$ cat config.mk
export PLATFORM = sky130hd
export DESIGN_NAME = radar_chirp_gen_flat
export DESIGN_NICKNAME = d
export VERILOG_FILES = /design/src/rtl/radar_chirp_gen_if.sv /design/src/rtl/radar_chirp_gen.sv /design/src/flat_wrapper.sv
export SDC_FILE = /design/constraint.sdc
export NUM_CORES = 1
export LEC_CHECK = 0
export CORE_AREA = 2 2 253 255
export CTS_BUF_LIST = sky130_fd_sc_hd__clkbuf_4
export DETAILED_ROUTE_END_ITERATION = 16
export DIE_AREA = 0 0 255 257
export PLACE_DENSITY = 0.6
export SLEW_MARGIN = 20
export SYNTH_ARGS = -nofsm -noshare
export SYNTH_HDL_FRONTEND = slang
export SYNTH_SLANG_ARGS = --single-unit
export TNS_END_PERCENT = 5
$ cat constraint.sdc
create_clock -name clk -period 9.1 [get_ports clk]
set_input_delay 1.82 -clock clk [delete_from_list [all_inputs] [get_ports clk]]
set_output_delay 1.82 -clock clk [all_outputs]
set_load 0.02 [all_outputs]
$ cat src/rtl/radar_chirp_gen_if.sv
// Control/status bundle between waveform-select logic and radar_chirp_gen.
// master drives the chirp setup and start/abort; slave is the generator side.
interface radar_chirp_gen_if #(
    parameter int unsigned PHASE_W = 32,
    parameter int unsigned ADDR_W  = 12,
    parameter int unsigned CNT_W   = 24
);
    logic               start;
    logic               abort;
    logic [2:0]         mode;
    logic [PHASE_W-1:0] f_start;
    logic [PHASE_W-1:0] k_rate;
    logic [CNT_W-1:0]   pulse_len;
    logic [CNT_W-1:0]   pri_len;
    logic [15:0]        n_pulses;
    logic               busy;
    logic [ADDR_W-1:0]  phase_addr;
    logic               addr_valid;
    logic               pulse_start;
    logic               frame_done;

    modport master (
        output start, abort, mode, f_start, k_rate, pulse_len, pri_len, n_pulses,
        input  busy, phase_addr, addr_valid, pulse_start, frame_done
    );

    modport slave (
        input  start, abort, mode, f_start, k_rate, pulse_len, pri_len, n_pulses,
        output busy, phase_addr, addr_valid, pulse_start, frame_done
    );
endinterface

$ cat src/rtl/radar_chirp_gen.sv
// Pulsed radar DDS phase-address generator (CW / LFM up / LFM down / triangle / NLFM)
// with PRI timer and pulse-train counter. Define RADAR_COHERENT_EN for pulse-to-pulse coherent phase.
module radar_chirp_gen #(
    parameter int unsigned        PHASE_W  = 32,
    parameter int unsigned        ADDR_W   = 12,
    parameter int unsigned        CNT_W    = 24,
    parameter logic [PHASE_W-1:0] P_OFFSET = '0
) (
    input logic               clk,
    input logic               rst,
    radar_chirp_gen_if.slave  bus
);

    typedef enum logic [2:0] {
        S_IDLE,
        S_ARM,
        S_PULSE,
        S_GAP,
        S_DONE
    } state_t;

    state_t             state_q;
    logic [2:0]         mode_q;
    logic [PHASE_W-1:0] f_start_q;
    logic [PHASE_W-1:0] k_rate_q;
    logic [CNT_W-1:0]   le_q;
    logic [CNT_W-1:0]   pe_q;
    logic [15:0]        n_q;
    logic [PHASE_W-1:0] phase_q;
    logic [PHASE_W-1:0] freq_q;
    logic [CNT_W-1:0]   cyc_q;
    logic [15:0]        pcount_q;
    logic [ADDR_W-1:0]  addr_q;
    logic               valid_q;
    logic               pstart_q;
    logic               fdone_q;
    logic               busy_q;

    logic [CNT_W-1:0]   le_d;
    logic [CNT_W-1:0]   pe_d;
    logic [PHASE_W-1:0] freq_d;
    logic [PHASE_W-1:0] phase_off_d;
    logic [15:0]        pcount_d;
    logic               pulse_last_d;
    logic               pri_end_d;
    logic               train_end_d;
    logic               nlfm_wide_d;

    assign bus.busy        = busy_q;
    assign bus.phase_addr  = addr_q;
    assign bus.addr_valid  = valid_q;
    assign bus.pulse_start = pstart_q;
    assign bus.frame_done  = fdone_q;

    always_comb begin
        le_d         = (bus.pulse_len == '0) ? CNT_W'(1) : bus.pulse_len;
        pe_d         = (bus.pri_len < le_d) ? le_d : bus.pri_len;
        phase_off_d  = phase_q + P_OFFSET;
        pcount_d     = pcount_q + 16'd1;
        train_end_d  = (n_q != '0) && (pcount_d == n_q);
        pulse_last_d = (cyc_q == le_q - CNT_W'(1));
        // With Pe == Le the PRI ends on the last sample, so GAP is never entered.
        pri_end_d    = ((state_q == S_PULSE) && pulse_last_d && (pe_q == le_q)) ||
                       ((state_q == S_GAP) && (cyc_q == pe_q - CNT_W'(1)));
        nlfm_wide_d  = (cyc_q < (le_q >> 2)) || (cyc_q >= le_q - (le_q >> 2));

        freq_d = freq_q;
        case (mode_q)
            3'd1:    freq_d = freq_q + k_rate_q;
            3'd2:    freq_d = freq_q - k_rate_q;
            3'd3:    freq_d = (cyc_q < (le_q >> 1)) ? freq_q + k_rate_q : freq_q - k_rate_q;
            3'd4:    freq_d = nlfm_wide_d ? freq_q + (k_rate_q << 1) : freq_q + (k_rate_q >> 1);
            default: freq_d = freq_q;
        endcase
    end

    always_ff @(posedge clk or posedge rst) begin
        if (rst) begin
            state_q   <= S_IDLE;
            mode_q    <= '0;
            f_start_q <= '0;
            k_rate_q  <= '0;
            le_q      <= '0;
            pe_q      <= '0;
            n_q       <= '0;
            phase_q   <= '0;
            freq_q    <= '0;
            cyc_q     <= '0;
            pcount_q  <= '0;
            addr_q    <= '0;
            valid_q   <= 1'b0;
            pstart_q  <= 1'b0;
            fdone_q   <= 1'b0;
            busy_q    <= 1'b0;
        end else begin
            addr_q   <= '0;
            valid_q  <= 1'b0;
            pstart_q <= 1'b0;
            fdone_q  <= 1'b0;
            if (bus.abort) begin
                state_q <= S_IDLE;
                busy_q  <= 1'b0;
            end else begin
                case (state_q)
                    S_IDLE: begin
                        if (bus.start) begin
                            mode_q    <= bus.mode;
                            f_start_q <= bus.f_start;
                            k_rate_q  <= bus.k_rate;
                            le_q      <= le_d;
                            pe_q      <= pe_d;
                            n_q       <= bus.n_pulses;
                            busy_q    <= 1'b1;
                            state_q   <= S_ARM;
                        end
                    end
                    S_ARM: begin
                        phase_q  <= '0;
                        freq_q   <= f_start_q;
                        cyc_q    <= '0;
                        pcount_q <= '0;
                        state_q  <= S_PULSE;
                    end
                    S_PULSE: begin
                        addr_q   <= phase_off_d[PHASE_W-1 -: ADDR_W];
                        valid_q  <= 1'b1;
                        pstart_q <= (cyc_q == '0);
                        phase_q  <= phase_q + freq_q;
                        freq_q   <= freq_d;
                        cyc_q    <= cyc_q + CNT_W'(1);
                        if (pulse_last_d) begin
                            freq_q  <= f_start_q;
                            state_q <= S_GAP;
                        end
                    end
                    S_GAP: begin
                        phase_q <= phase_q + freq_q;
                        cyc_q   <= cyc_q + CNT_W'(1);
                    end
                    S_DONE: begin
                        busy_q  <= 1'b0;
                        state_q <= S_IDLE;
                    end
                    default: state_q <= S_IDLE;
                endcase
                // End of PRI overrides the per-state updates above.
                if (pri_end_d) begin
                    pcount_q <= pcount_d;
                    cyc_q    <= '0;
                    freq_q   <= f_start_q;
                    if (train_end_d) begin
                        fdone_q <= 1'b1;
                        state_q <= S_DONE;
                    end else begin
                        state_q <= S_PULSE;
`ifdef RADAR_COHERENT_EN
                        phase_q <= phase_q + freq_q;
`else
                        phase_q <= '0;
`endif
                    end
                end
            end
        end
    end

endmodule

$ cat src/flat_wrapper.sv
// flat-port wrapper written by rule: the top's interface ports become plain ports
module radar_chirp_gen_flat 
#(
    parameter int unsigned        PHASE_W  = 32,
    parameter int unsigned        ADDR_W   = 12,
    parameter int unsigned        CNT_W    = 24,
    parameter logic [PHASE_W-1:0] P_OFFSET = '0
)
  (clk, rst, bus_start, bus_abort, bus_mode, bus_f_start, bus_k_rate, bus_pulse_len, bus_pri_len, bus_n_pulses, bus_busy, bus_phase_addr, bus_addr_valid, bus_pulse_start, bus_frame_done);
  radar_chirp_gen_if #(.PHASE_W(PHASE_W), .ADDR_W(ADDR_W), .CNT_W(CNT_W)) bus_i ();
  input logic clk;
  input logic rst;
  input wire logic [$bits(bus_i.start)-1:0] bus_start;
  input wire logic [$bits(bus_i.abort)-1:0] bus_abort;
  input wire logic [$bits(bus_i.mode)-1:0] bus_mode;
  input wire logic [$bits(bus_i.f_start)-1:0] bus_f_start;
  input wire logic [$bits(bus_i.k_rate)-1:0] bus_k_rate;
  input wire logic [$bits(bus_i.pulse_len)-1:0] bus_pulse_len;
  input wire logic [$bits(bus_i.pri_len)-1:0] bus_pri_len;
  input wire logic [$bits(bus_i.n_pulses)-1:0] bus_n_pulses;
  output wire logic [$bits(bus_i.busy)-1:0] bus_busy;
  output wire logic [$bits(bus_i.phase_addr)-1:0] bus_phase_addr;
  output wire logic [$bits(bus_i.addr_valid)-1:0] bus_addr_valid;
  output wire logic [$bits(bus_i.pulse_start)-1:0] bus_pulse_start;
  output wire logic [$bits(bus_i.frame_done)-1:0] bus_frame_done;
  assign bus_i.start = bus_start;
  assign bus_i.abort = bus_abort;
  assign bus_i.mode = bus_mode;
  assign bus_i.f_start = bus_f_start;
  assign bus_i.k_rate = bus_k_rate;
  assign bus_i.pulse_len = bus_pulse_len;
  assign bus_i.pri_len = bus_pri_len;
  assign bus_i.n_pulses = bus_n_pulses;
  assign bus_busy = bus_i.busy;
  assign bus_phase_addr = bus_i.phase_addr;
  assign bus_addr_valid = bus_i.addr_valid;
  assign bus_pulse_start = bus_i.pulse_start;
  assign bus_frame_done = bus_i.frame_done;
  radar_chirp_gen #(.PHASE_W(PHASE_W), .ADDR_W(ADDR_W), .CNT_W(CNT_W), .P_OFFSET(P_OFFSET)) u_core (.clk(clk), .rst(rst), .bus(bus_i));
endmodule
==> results.cfg <==
[routing]
routed-wl-met2_mm = 38.88
met1_length_mm = 40.35
drt_first_pass_iters = 6
wire_per_inst_um = 21.65
dr_total_vias = 23630
vias_per_cell = 5.948
routed-wl-met3_mm = 4.989
drc = 0
highest_layer = met5
ant_nets = 0
drt_iter0_drc = 1898
routed_wl_mm = 86.01

[logic_synthesis]
synth_top_family_by_area = compound AO/OA/AOI/OAI gates
synth_compound_area_share_pct = 23.08
yosysMostFrequentCell = ha_1
synth_mux_area_share_pct = 6.032
synthArstFlopShare_pct = 100.0
yosys.area_share.simple_pct = 18.48
synth_top_area_share_pct = 25.49
synthAdderAreaFrac_pct = 14.08
syn_area_per_cell_um2 = 8.432
synth_ff_type = dfrtp_1
syn-instance-count = 2957
ys_seq_area_share_pct = 25.49
synth_edf_count = 0
synth_area_um2 = 24930
yosysTopAreaCell = dfrtp_1
synth_cell_type_count = 99
yosysWarnings = 0
synth_seq_cells = 254
synth_commonest_cells = ha_1 (271), dfrtp_1 (254), nand2_1 (242)
yosys.area_share.xor_xnor_pct = 7.904
yosys-top-cells-area = dfrtp_1 (25%), ha_1 (14%), xnor2_1 (4.8%)
synth_nets = 3369

[die]
die_y_um = 257
io_pins = 151
die_x_um = 255
dieArea_um2 = 65540
initial_core_util_pct = 39.74
core_area_um2 = 62740
rows = 92

[timing]
min_period_ns = 6.615
fin_hold_ws_ns = 0.5094
tns_ns = 0
relSlewSlack_pct = 16.00
rsz0062_at_grt = false
fin_worst_skew_ns = 0.02910
hold_violations = 0
worst_slew_pin_slew_ns = 1.250
final.setup.worst_slack_ns = 2.485
fin_crit_sh_pct = 72.69
setup_viol = 0
fmax_ghz = 0.1512
final_max_slew_viol_count = 0

[critical_path]
worstSetupEndpointType = register
worst_ep_arrival_time_ns = 7.34
r2r-start = u_core.le_q[3]
critical_path_required_ns = 9.83
startpoint_type = register
r2r_cells = 24
reg2reg_slack_ns = 2.49
r2r_end = u_core.freq_q[11]
critPathKind = reg -> reg
crit_path_max_fanout = 30

[clock_network]
htree_levels = 3
clk_pin_slew_ns = 0.06
cts_tree = built
cts.path.max_buffers = 3
numCtsBuffers = 78
postCtsSetupBuffers = 0
clockRootBuffer = clkbuf_4
clk_latency_ns = 0.84
holdBufCountCts = 0
clock_sinks = 254
cts_resized = 0

[hold_path]
min-delay-start = u_core.phase_q[0]
min_path_cells = 1
worstHoldEndpoint = u_core.phase_q[0]
hold_path.class = reg -> reg

[pwr]
p_leak_nw = 12.62
cellPowerDensity_nw_per_um2 = 316.7
ir_drop_v = 0.0001355

[grt]
grt_use_total_pct = 25.98
grt_pass1_vias = 22990
grt_pass1_wl_mm = 133.7
antenna_found_initial = 3
grt_max_degree = 121
overflow = 0

[placement]
placed_cell_area_um2 = 27160
place.gp.congestion = 0.9273
port_buffers = 150
dp_hpwl_mm = 65.96
dpl_worst_slack_ns = 2.564

[finish]
multi_input_area_um2 = 17410
fillers = 6214
final_util_pct = 44.86
drive_gt1_share_pct = 9.609
area_delta_synth_final_pct = 12.88
seqCellArea_um2 = 6356
design_area_um2 = 28140
fin_nets = 3482

[status]
outcome = finished, final reports clean

[run]
maxCapViolCount = 0
## where the power goes
group	switching [mW]	leakage (nW)	total, mW	internal (mW)
combinational	3.40	8.84	5.81	2.41
clock	0.561	0.580	1.15	0.589
sequential	0.539	3.20	1.95	1.41
## critical path, stage by stage (launching register included)
cell	delay (ns)
dfrtp_1	0.64
inv_1	0.24
ha_1	0.33
nor2b_1	0.20
o2111ai_1	0.15
a31o_2	0.25
a21oi_1	0.20
o21ai_0	0.15
a21oi_1	0.30
a41oi_1	0.21
a2111oi_1	0.87
o21a_1	0.22
o311a_1	0.18
ha_1	0.24
a21o_1	0.18
a21o_1	0.17
a21oi_1	0.13
o31a_1	0.16
o41ai_1	0.11
nor3_2	0.15
buf_4	0.51
mux2_2	0.40
a221oi_1	0.30
a211o_1	0.17
nand2_1	0.05
## worst max path at each step
stage	slack, ns	start	endpoint
6_report	2.49	u_core.le_q[3]	u_core.freq_q[11]
5_1_grt	2.06	u_core.le_q[3]	u_core.freq_q[21]
4_1_cts	2.57	u_core.le_q[3]	u_core.freq_q[11]
3_5_place_dp	2.56	u_core.le_q[3]	u_core.freq_q[11]
3_3_place_gp	2.36	u_core.le_q[3]	u_core.freq_q[11]
2_1_floorplan	0.29	rst	u_core.bus.addr_valid
## cell usage in the layout (no fill, tap or decap), types with 64 or more instances in the layout
cell type,count
ha_1,271
dfrtp_1,254
nand2_1,242
a21oi_1,205
o21ai_0,191
nor2_1,177
inv_1,162
clkdlybuf4s50_1,150
xnor2_1,137
clkbuf_4,111
xor2_1,88
mux2_2,88
nor3_1,75
a21o_1,66
nand3_1,64
## stage by stage
stage,power [mW],std cells
2_1_floorplan,6.117,2957
3_3_place_gp,7.555,3836
3_5_place_dp,7.656,3836
4_1_cts,8.882,3968
5_1_grt,9.684,3972
6_report,8.912,3972
## layout make-up
class / count / share of cell area [%]
Multi-Input combinational cell: 2393 / 61.87
Clock inverter: 21 / 0.4624
Inverter: 164 / 2.214
Clock buffer: 111 / 2.961
Tap cell: 846 / 3.761
Antenna cell: 4 / 0.03557
Timing Repair Buffer: 179 / 6.109
Sequential cell: 254 / 22.58
## metal layers
layer	vias to the layer above	track usage (%)
met3	136	4.329
li1	11220	-
met2	757	41.06
met4	2	6.871
met5	-	0
met1	11510	36.50
## cells by family after synthesis
| kind of cell | after synthesis |
|---|---|
| AOI/OAI and AO/OA | 859 |
| xor gates and xnor gates | 225 |
| adders and majority gates | 277 |
| buffers and inverters | 310 |
| DFF | 254 |
| muxes | 138 |
| and+or+nand+nor | 894 |
## flip-flops by register name (all words and copies together), names as in the netlist, 16 cells and up
name and flops:
u_core.le_q 24, u_core.n_q 16, u_core.cyc_q 24, u_core.f_start_q 32
u_core.pe_q 24, u_core.k_rate_q 32, u_core.freq_q 32, u_core.pcount_q 16
u_core.phase_q 32
Power figures use the tool's default switching activity.
